<file path="src/rtl/alu_arbiter.sv">
// -----------------------------------------------------------------------------
// alu_arbiter
//
// Shares one combinational ALU among NUM_REQ requesters. Each cycle one valid
// request is selected (round-robin by default) and its operands/opcode are
// registered into the issue stage (S1), which drives the ALU directly. The ALU
// result and flags are captured into the response stage (S2) and returned with
// the winning requester's index under valid/ready handshaking.
//
// Build option:
//   ALU_ARB_FIXED_PRIO_EN  defined   -> fixed priority, lowest asserted index wins
//                          undefined -> round-robin starting at prio_ptr
//
// Ports:
//   clk, rst_n                   clock, asynchronous active-low reset
//   req_valid / req_ready        per-requester handshake (at most one ready high)
//   req_a, req_b                 packed operands, requester i at [32*i +: 32]
//   req_ctrl                     packed opcodes, requester i at [4*i +: 4]
//   alu_a, alu_b, alu_ctrl       issue registers feeding the shared ALU
//   alu_result, alu_zero/lt/ge   ALU outputs, sampled into the response stage
//   rsp_valid / rsp_ready        response handshake
//   rsp_id, rsp_result, rsp_*    captured response fields
// -----------------------------------------------------------------------------
module alu_arbiter #(
    parameter int NUM_REQ = 2,
    parameter int ID_W    = $clog2(NUM_REQ)
) (
    input  logic                 clk,
    input  logic                 rst_n,
    input  logic [NUM_REQ-1:0]   req_valid,
    output logic [NUM_REQ-1:0]   req_ready,
    input  logic [NUM_REQ*32-1:0] req_a,
    input  logic [NUM_REQ*32-1:0] req_b,
    input  logic [NUM_REQ*4-1:0] req_ctrl,
    output logic [31:0]          alu_a,
    output logic [31:0]          alu_b,
    output logic [3:0]           alu_ctrl,
    input  logic [31:0]          alu_result,
    input  logic                 alu_zero,
    input  logic                 alu_lt,
    input  logic                 alu_ge,
    output logic                 rsp_valid,
    input  logic                 rsp_ready,
    output logic [ID_W-1:0]      rsp_id,
    output logic [31:0]          rsp_result,
    output logic                 rsp_zero,
    output logic                 rsp_lt,
    output logic                 rsp_ge
);

    localparam logic [ID_W:0]   NUM_REQ_EXT = (ID_W+1)'(NUM_REQ);
    localparam logic [ID_W-1:0] LAST_ID     = ID_W'(NUM_REQ - 1);

    // Unpacked views of the packed request buses.
    logic [31:0] a_arr    [NUM_REQ];
    logic [31:0] b_arr    [NUM_REQ];
    logic [3:0]  ctrl_arr [NUM_REQ];

    generate
        for (genvar gi = 0; gi < NUM_REQ; gi++) begin : g_unpack
            assign a_arr[gi]    = req_a[32*gi +: 32];
            assign b_arr[gi]    = req_b[32*gi +: 32];
            assign ctrl_arr[gi] = req_ctrl[4*gi +: 4];
        end
    endgenerate

    logic            s1_valid_reg;
    logic [ID_W-1:0] s1_id_reg;
    logic [ID_W-1:0] prio_ptr;
    logic            s2_free;
    logic            s1_free;
    logic            grant_found;
    logic [ID_W-1:0] grant_id;
    logic [ID_W:0]   scan_idx;
    logic            accept;

    assign s2_free = ~rsp_valid | rsp_ready;
    // Gated with rst_n so req_ready reads 0 while reset is held, even though
    // S1 is empty during reset.
    assign s1_free = (~s1_valid_reg | s2_free) & rst_n;

    // Scan requesters starting at prio_ptr, wrapping modulo NUM_REQ; the first
    // valid one wins.
    always_comb begin
        grant_found = 1'b0;
        grant_id    = '0;
        scan_idx    = '0;
        for (int k = 0; k < NUM_REQ; k++) begin
            scan_idx = {1'b0, prio_ptr} + (ID_W+1)'(k);
            if (scan_idx >= NUM_REQ_EXT) begin
                scan_idx = scan_idx - NUM_REQ_EXT;
            end
            if (!grant_found && req_valid[scan_idx[ID_W-1:0]]) begin
                grant_found = 1'b1;
                grant_id    = scan_idx[ID_W-1:0];
            end
        end
    end

    always_comb begin
        req_ready = '0;
        if (grant_found) begin
            req_ready[grant_id] = s1_free;
        end
    end

    assign accept = grant_found & s1_free;

`ifdef ALU_ARB_FIXED_PRIO_EN
    assign prio_ptr = '0;
`else
    logic [ID_W-1:0] prio_ptr_reg;

    always_ff @(posedge clk or negedge rst_n) begin
        if (!rst_n) begin
            prio_ptr_reg <= '0;
        end else if (accept) begin
            prio_ptr_reg <= (grant_id == LAST_ID) ? '0 : grant_id + ID_W'(1);
        end
    end

    assign prio_ptr = prio_ptr_reg;
`endif

    // Issue stage: data is only loaded on accept, so an emptied S1 keeps its
    // last operands on the ALU inputs.
    always_ff @(posedge clk or negedge rst_n) begin
        if (!rst_n) begin
            s1_valid_reg <= 1'b0;
            s1_id_reg    <= '0;
            alu_a        <= '0;
            alu_b        <= '0;
            alu_ctrl     <= '0;
        end else if (accept) begin
            s1_valid_reg <= 1'b1;
            s1_id_reg    <= grant_id;
            alu_a        <= a_arr[grant_id];
            alu_b        <= b_arr[grant_id];
            alu_ctrl     <= ctrl_arr[grant_id];
        end else if (s2_free) begin
            s1_valid_reg <= 1'b0;
        end
    end

    // Response stage: fields hold while rsp_valid & ~rsp_ready.
    always_ff @(posedge clk or negedge rst_n) begin
        if (!rst_n) begin
            rsp_valid  <= 1'b0;
            rsp_id     <= '0;
            rsp_result <= '0;
            rsp_zero   <= 1'b0;
            rsp_lt     <= 1'b0;
            rsp_ge     <= 1'b0;
        end else if (s2_free) begin
            rsp_valid <= s1_valid_reg;
            if (s1_valid_reg) begin
                rsp_id     <= s1_id_reg;
                rsp_result <= alu_result;
                rsp_zero   <= alu_zero;
                rsp_lt     <= alu_lt;
                rsp_ge     <= alu_ge;
            end
        end
    end

endmodule

</file>
<file path="config.mk">
export PLATFORM = sky130hd
export DESIGN_NAME = alu_arbiter
export DESIGN_NICKNAME = d
export VERILOG_FILES = /design/src/rtl/alu_arbiter.sv
export SDC_FILE = /design/constraint.sdc
export NUM_CORES = 1
export LEC_CHECK = 0
export ABC_CLOCK_PERIOD_IN_PS = 1680
export CELL_PAD_IN_SITES_DETAIL_PLACEMENT = 0
export CELL_PAD_IN_SITES_GLOBAL_PLACEMENT = 1
export CORE_MARGIN = 2
export CORE_UTILIZATION = 28
export DETAILED_ROUTE_END_ITERATION = 12
export PLACE_DENSITY_LB_ADDON = 0.25
export SYNTH_ARGS = -nofsm -noshare
export SYNTH_HDL_FRONTEND = slang
export SYNTH_SLANG_ARGS = --single-unit
</file>
<file path="constraint.sdc">
create_clock -name clk -period 1.68 [get_ports clk]
set_input_delay 0.336 -clock clk [delete_from_list [all_inputs] [get_ports clk]]
set_output_delay 0.336 -clock clk [all_outputs]
set_load 0.05 [all_outputs]
</file>
==> flow_summary.yaml, run 1 <==
worst_setup_path:
  end_kind: "primary output"
  critPathMaxFanout: 2
  arrival_ns: 1.31
  r2r-start: "rsp_valid$_DFFE_PN0N_"
  crit_type: "register to primary output"
  slowest_delay_ns: 0.40
  cp_cell_sequence: "nand3b_1 > nand2_4 > nor3_4 > buf_12"
  cp_data_required_time_ns: 1.34
  startpoint: "rsp_valid$_DFFE_PN0N_"
  startpoint_type: "register"
  crit_slowest_cell: "dfrtp_2"
clock_network:
  ctsRootBufferMaster: "clkbuf_16"
  clk_latency_ns: 0.36
  ctsLongestPathBuffers: 2
  cts_buffers: 9
  clock-sinks: 108
  htree_num_levels: 3
  cts_tree: "built"
  path_clk_slew_ns: 0.07
synthesis:
  synth_warnings: 0
  synthCells: 498
  syn_area_um2: 5100
  ys_seq_elements: 108
  synth_cell_types: 20
  syn_nets: 674
  ys_seq_area_share_pct: 53.0
  syn_avg_cell_area_um2: 10.2
sta:
  fin_worst_skew_ns: 0.00751
  fin_setup_tns_ns: 0
  period_minus_slack_ns: 1.65
  setup_violations: 0
  grt_setup_unrepaired: "yes"
  fmax_ghz: 0.606
  maxSlewHeadroom_pct: 58.9
  fin_crit_sh_pct: 98.1
  hold_slack_ns: 0.0657
  maxSlewViolCount: 0
  finalHoldViolations: 0
  worstMarginPinSlew_ns: 0.616
grt:
  grt_pass1_vias: 5429
  antenna_found_initial: 3
  overflow: 0
  grt_usage_pct: 19.3
  grt_pass1_wl_um: 29900
  grt_max_degree: 109
layout:
  finalCoreUtilization_pct: 46.7
  top_regs: "alu_a: 32 flops, alu_b: 32 flops, rsp_result: 32 flops"
  layoutNonFillerInstCount: 988
  final_area_um2: 8360
  drive_gt1_share_pct: 26.1
  n_antenna_cell: 0
  final_nets: 931
  area_growth_pct: 63.7
detailed_routing:
  drt-pass1-iter-count: 4
  routedWlPerCell_um: 19.3
  wl_met3_um: 1670
  drc: 0
  ant_nets: 0
  met2_length_um: 8830
  top_layer_used: "met5"
  vias: 5197
  drt-total-wl_um: 19000
  wl_met1_um: 7990
  drt_iter0_markers: 262
  avgViaCountPerCell: 5.26
die:
  initial_core_util_pct: 28.5
  die_w_um: 139
  core_area_um2: 17900
  pin_count: 283
  dieArea_um2: 19300
  die_h_um: 139
  rows: 49
worst_hold_path:
  worstHoldPathType: "input pin to async pin"
power_and_ir_drop:
  ir_worst_vdd_mv: 0.828
  power_density_nw_per_um2: 1210
  power_leakage_nw: 3.28
outcome:
  status: "completed"
job:
  drv_cap: 0
place:
  portBuffers: 282
  gp_congestion: 0.811
  place_hpwl_um: 13400
  dp.cells: 969
  placed_cell_area_um2: 8010
==> synth_stat cells <==
cell	instances	area share [%]
buf_2	10	0.98
clkbuf_1	50	3.7
nor2b_1	1	0.12
o21ai_0	67	6.6
buf_6	4	0.88
a21oi_1	70	6.9
nor2_1	2	0.15
nand2_1	3	0.22
a31oi_1	68	8.3
nor3_1	1	0.098
o211ai_1	68	10
and2_1	1	0.12
o21ai_1	1	0.098
mux2_2	37	8.2
inv_2	1	0.073
dfrtp_1	108	53
o21a_1	1	0.15
nand3b_1	1	0.15
inv_1	2	0.15
nand2b_1	2	0.25
==> final timing paths <==
path / end / slack (ns) / depth (start not counted)
hold / removal: prio_ptr$_DFFE_PN0P_ / 0.07 / 2
setup reg to reg: alu_a[18]$_DFFE_PN0P_ / 0.22 / 5
min in group clk: rsp_valid$_DFFE_PN0N_ / 0.39 / 3
setup / recovery: req_ready[1] / 0.03 / 4
hold reg to reg: rsp_valid$_DFFE_PN0N_ / 0.51 / 1
max in group asynchronous: alu_a[12]$_DFFE_PN0P_ / 1.13 / 2
==> critical path, delay by kind of cell, from the launching register on <==
family	cells	cell delay, ns
simple gates	3	0.39
flops	1	0.40
buf+inv	1	0.16
==> stage by stage <==
step	total power, mW	setup slack [ns]
after floorplan	6.17	-0.106
after global placement	7.86	-0.206
after detailed placement	7.91	-0.268
after CTS	10.2	0.00519
after global routing	10.6	-0.0524
final	10.1	0.0311
==> cells in the final DEF, fill, tap and decap left out, drive strengths merged, types with 2 or more instances in the layout <==
cell type	n
o21ai	68
nand2	3
bufinv	2
clkdlybuf4s50	171
a31oi	68
dfrtp	108
a21oi	70
dlygate4sd2	2
nand2b	2
clkbuf	10
inv	5
buf	137
o211ai	68
nor2	2
mux2	37
==> routing by layer <==
metal / vias to the layer above / GRT usage [%]
met5: - / 0
met4: 6 / 7.60
met3: 38 / 5.46
met2: 255 / 30.3
met1: 2487 / 25.4
li1: 2411 / -
==> report_power, final <==
part           internal, mW  switching [mW]
registers              3.12           0.304
logic                  1.55            2.87
clock network          1.31           0.984
total                  5.97            4.16
==> cells by family (layout without fill, tap and decap cells) <==
logic type	Yosys count	count (layout)	synth area share, %
multiplexers	37	37	8.16
AND/OR/NAND/NOR	11	11	1.10
flip-flops	108	108	53.0
AO/OA/AOI/OAI	275	275	32.0
buffers and inverters	67	328	5.76
==> final cells by class <==
class | count | area [um2]
Timing Repair Buffer | 310 | 2900
Multi-Input combinational cell | 323 | 2140
Sequential cell | 108 | 2710
Clock buffer | 10 | 229
Tap cell | 229 | 287
Inverter | 3 | 11.3
Clock inverter | 5 | 85.1
Fill cell | 1673 | 9550
==> timing repair <==
action                                  CTS  global route
endpoints found under the setup margin    2             3
buffers inserted                          4             0
pin swaps                                 3             0
hold buffers                              0             0
gates resized for setup                   2             1
(Power assumes the default switching activity.)
==> run 2, diff against run 1 <==
ABC_CLOCK_PERIOD_IN_PS = 1600   (was 1680)
clock period = 1.6 ns   (was 1.68 ns; I/O delays follow)
==> run 2 against run 1 <==
The flow now finishes with violations (setup timing); core utilization up 1.3 points; critical path depth unchanged; worst hold slack worse by 0.036 ns; sequential power up 5.8%; design area up 2.7%; clock skew up 0.0016 ns; register-to-register slack worse by 0.20 ns; clock power up 8%.
==> flow_summary.yaml, run 2 (synthesis gave the netlist of run 1 again) <==
outcome:
  status: "complete, but fails checks"
  violations: "setup timing"
worst_setup_path:
  r2r_cells: 8
  cp_top_family: "simple AND/OR/NAND/NOR gates"
  end_kind: "primary output"
  startpoint_type: "register"
  cp_data_required_time_ns: 1.28
  arrival_ns: 1.38
  crit_type: "register to primary output"
  slowest_delay_ns: 0.41
  timing.rr.end: "alu_a[1]$_DFFE_PN0P_"
  crit_slowest_cell: "dfrtp_2"
  cp_cell_sequence: "nand3b_1 > nand2_4 > nor3_4 > buf_12"
  critPathMaxFanout: 2
  r2r-start: "rsp_valid$_DFFE_PN0N_"
  reg2reg_slack_ns: 0.02
  critPathBufInv: 1
power_and_ir_drop:
  ir_worst_vdd_mv: 0.894
  power_leakage_nw: 3.38
  power_density_nw_per_um2: 1270
layout:
  top_regs: "alu_a: 32 flops, alu_b: 32 flops, rsp_result: 32 flops"
  layout_common_cells: "171 x clkdlybuf4s50_1, 120 x buf_4, 106 x dfrtp_1, 68 x o211ai_1"
  final_nets: 938
  finalCoreUtilization_pct: 48.0
  layout_commonest_cell: "clkdlybuf4s50_1"
  drive_gt1_share_pct: 28.2
  fillers: 1621
  n_antenna_cell: 0
  multi_input_area_um2: 2190
  area_growth_pct: 68.2
  regArea_um2: 2710
sta:
  maxSlewHeadroom_pct: 58.2
  fin_crit_sh_pct: 107
  maxSlewViolCount: 0
  hold_slack_ns: 0.0298
  setup_violations: 2
  worstMarginPinSlew_ns: 0.628
  period_minus_slack_ns: 1.70
  fin_ws_ns: -0.105
  fin_worst_skew_ns: 0.00915
  fmax_ghz: 0.587
  grt_setup_unrepaired: "yes"
  finalHoldViolations: 0
die:
  dieArea_um2: 19300
  pin_count: 283
  die_h_um: 139
  core_area_um2: 17900
  die_w_um: 139
  rows: 49
  initial_core_util_pct: 28.5
worst_hold_path:
  worstHoldPathType: "input pin to async pin"
grt:
  grt_usage_pct: 19.1
  grt_max_degree: 109
  overflow: 0
  grt_pass1_vias: 5221
  antenna_found_initial: 1
  grt_pass1_wl_um: 29500
detailed_routing:
  drt-pass1-iter-count: 5
  drt-total-wl_um: 19300
  drc: 0
  drt_iter0_markers: 213
  routedWlPerCell_um: 19.3
  avgViaCountPerCell: 5.21
  ant_nets: 0
  vias: 5189
clock_network:
  htree_num_levels: 3
  path_clk_slew_ns: 0.07
  clk_latency_ns: 0.36
  cts_buffers: 9
  ctsLongestPathBuffers: 2
  ctsRootBufferMaster: "clkbuf_16"
  clock-sinks: 108
  cts_tree: "built"
place:
  portBuffers: 282
  dp_slack_ns: -0.281
  place_hpwl_um: 13300
  gp_congestion: 0.811
job:
  drv_cap: 0
-- run 2: worst max-delay path by stage --
stage | cells past startpoint | slack, ns | end | from
2_1_floorplan | 5 | -0.17 | req_ready[1] | rsp_valid$_DFFE_PN0N_
3_3_place_gp | 5 | -0.25 | req_ready[1] | req_valid[0]
3_5_place_dp | 5 | -0.28 | alu_b[20]$_DFFE_PN0P_ | req_valid[0]
4_1_cts | 4 | -0.1 | req_ready[1] | rsp_valid$_DFFE_PN0N_
5_1_grt | 4 | -0.17 | req_ready[1] | rsp_valid$_DFFE_PN0N_
6_report | 4 | -0.10 | req_ready[1] | rsp_valid$_DFFE_PN0N_
-- run 2: metrics by stage --
step	setup TNS, ns	std cells	power [mW]	cell area, um2
2_1_floorplan	-0.303	498	6.48	5150
3_3_place_gp	-18.93	974	8.42	8160
3_5_place_dp	-22.59	974	8.46	8160
4_1_cts	-0.107	996	11.0	8530
5_1_grt	-2.59	996	11.4	8580
6_report	-0.110	996	10.9	8580
-- run 2: final cells by class --
class                      count  share of cell area (%)
clock inverter                 5                   0.962
tap                          229                    3.34
timing repair buffer         317                    35.8
multi-input combinational    323                    25.5
sequential                   108                    31.5
inverter                       3                   0.131
clock buffer                  11                    2.83
-- run 2: power by group --
part           switching (mW)  internal [mW]  total (mW)
clock network            1.04           1.42        2.47
registers               0.347           3.27        3.62
logic                    3.03           1.78        4.81
-- run 2: worst register-to-register path: stages (launching register included) --
cell	delay (ns)
dfrtp_2	0.37
nand3b_1	0.16
buf_4	0.18
buf_4	0.12
buf_6	0.11
buf_6	0.12
buf_12	0.17
a21oi_1	0.19
a31oi_1	0.05
-- run 2: repair_timing --
item | 4_1_cts | 5_1_grt
resized for setup | 3 | 14
hold buffers | 0 | 0
buffers inserted | 6 | 0
endpoints found under the setup margin | 2 | 72
pin swaps | 3 | 0
-- run 2: routing by layer --
layer / share of wire, % / GRT usage (%) / vias up / routed length (um)
met1: 42 / 25.1 / 2460 / 8080
li1: - / - / 2433 / -
met3: 8.9 / 5.39 / 26 / 1710
met5: 0.068 / 0 / - / 13
met2: 47 / 30.5 / 268 / 9080
met4: 2.0 / 6.33 / 2 / 378
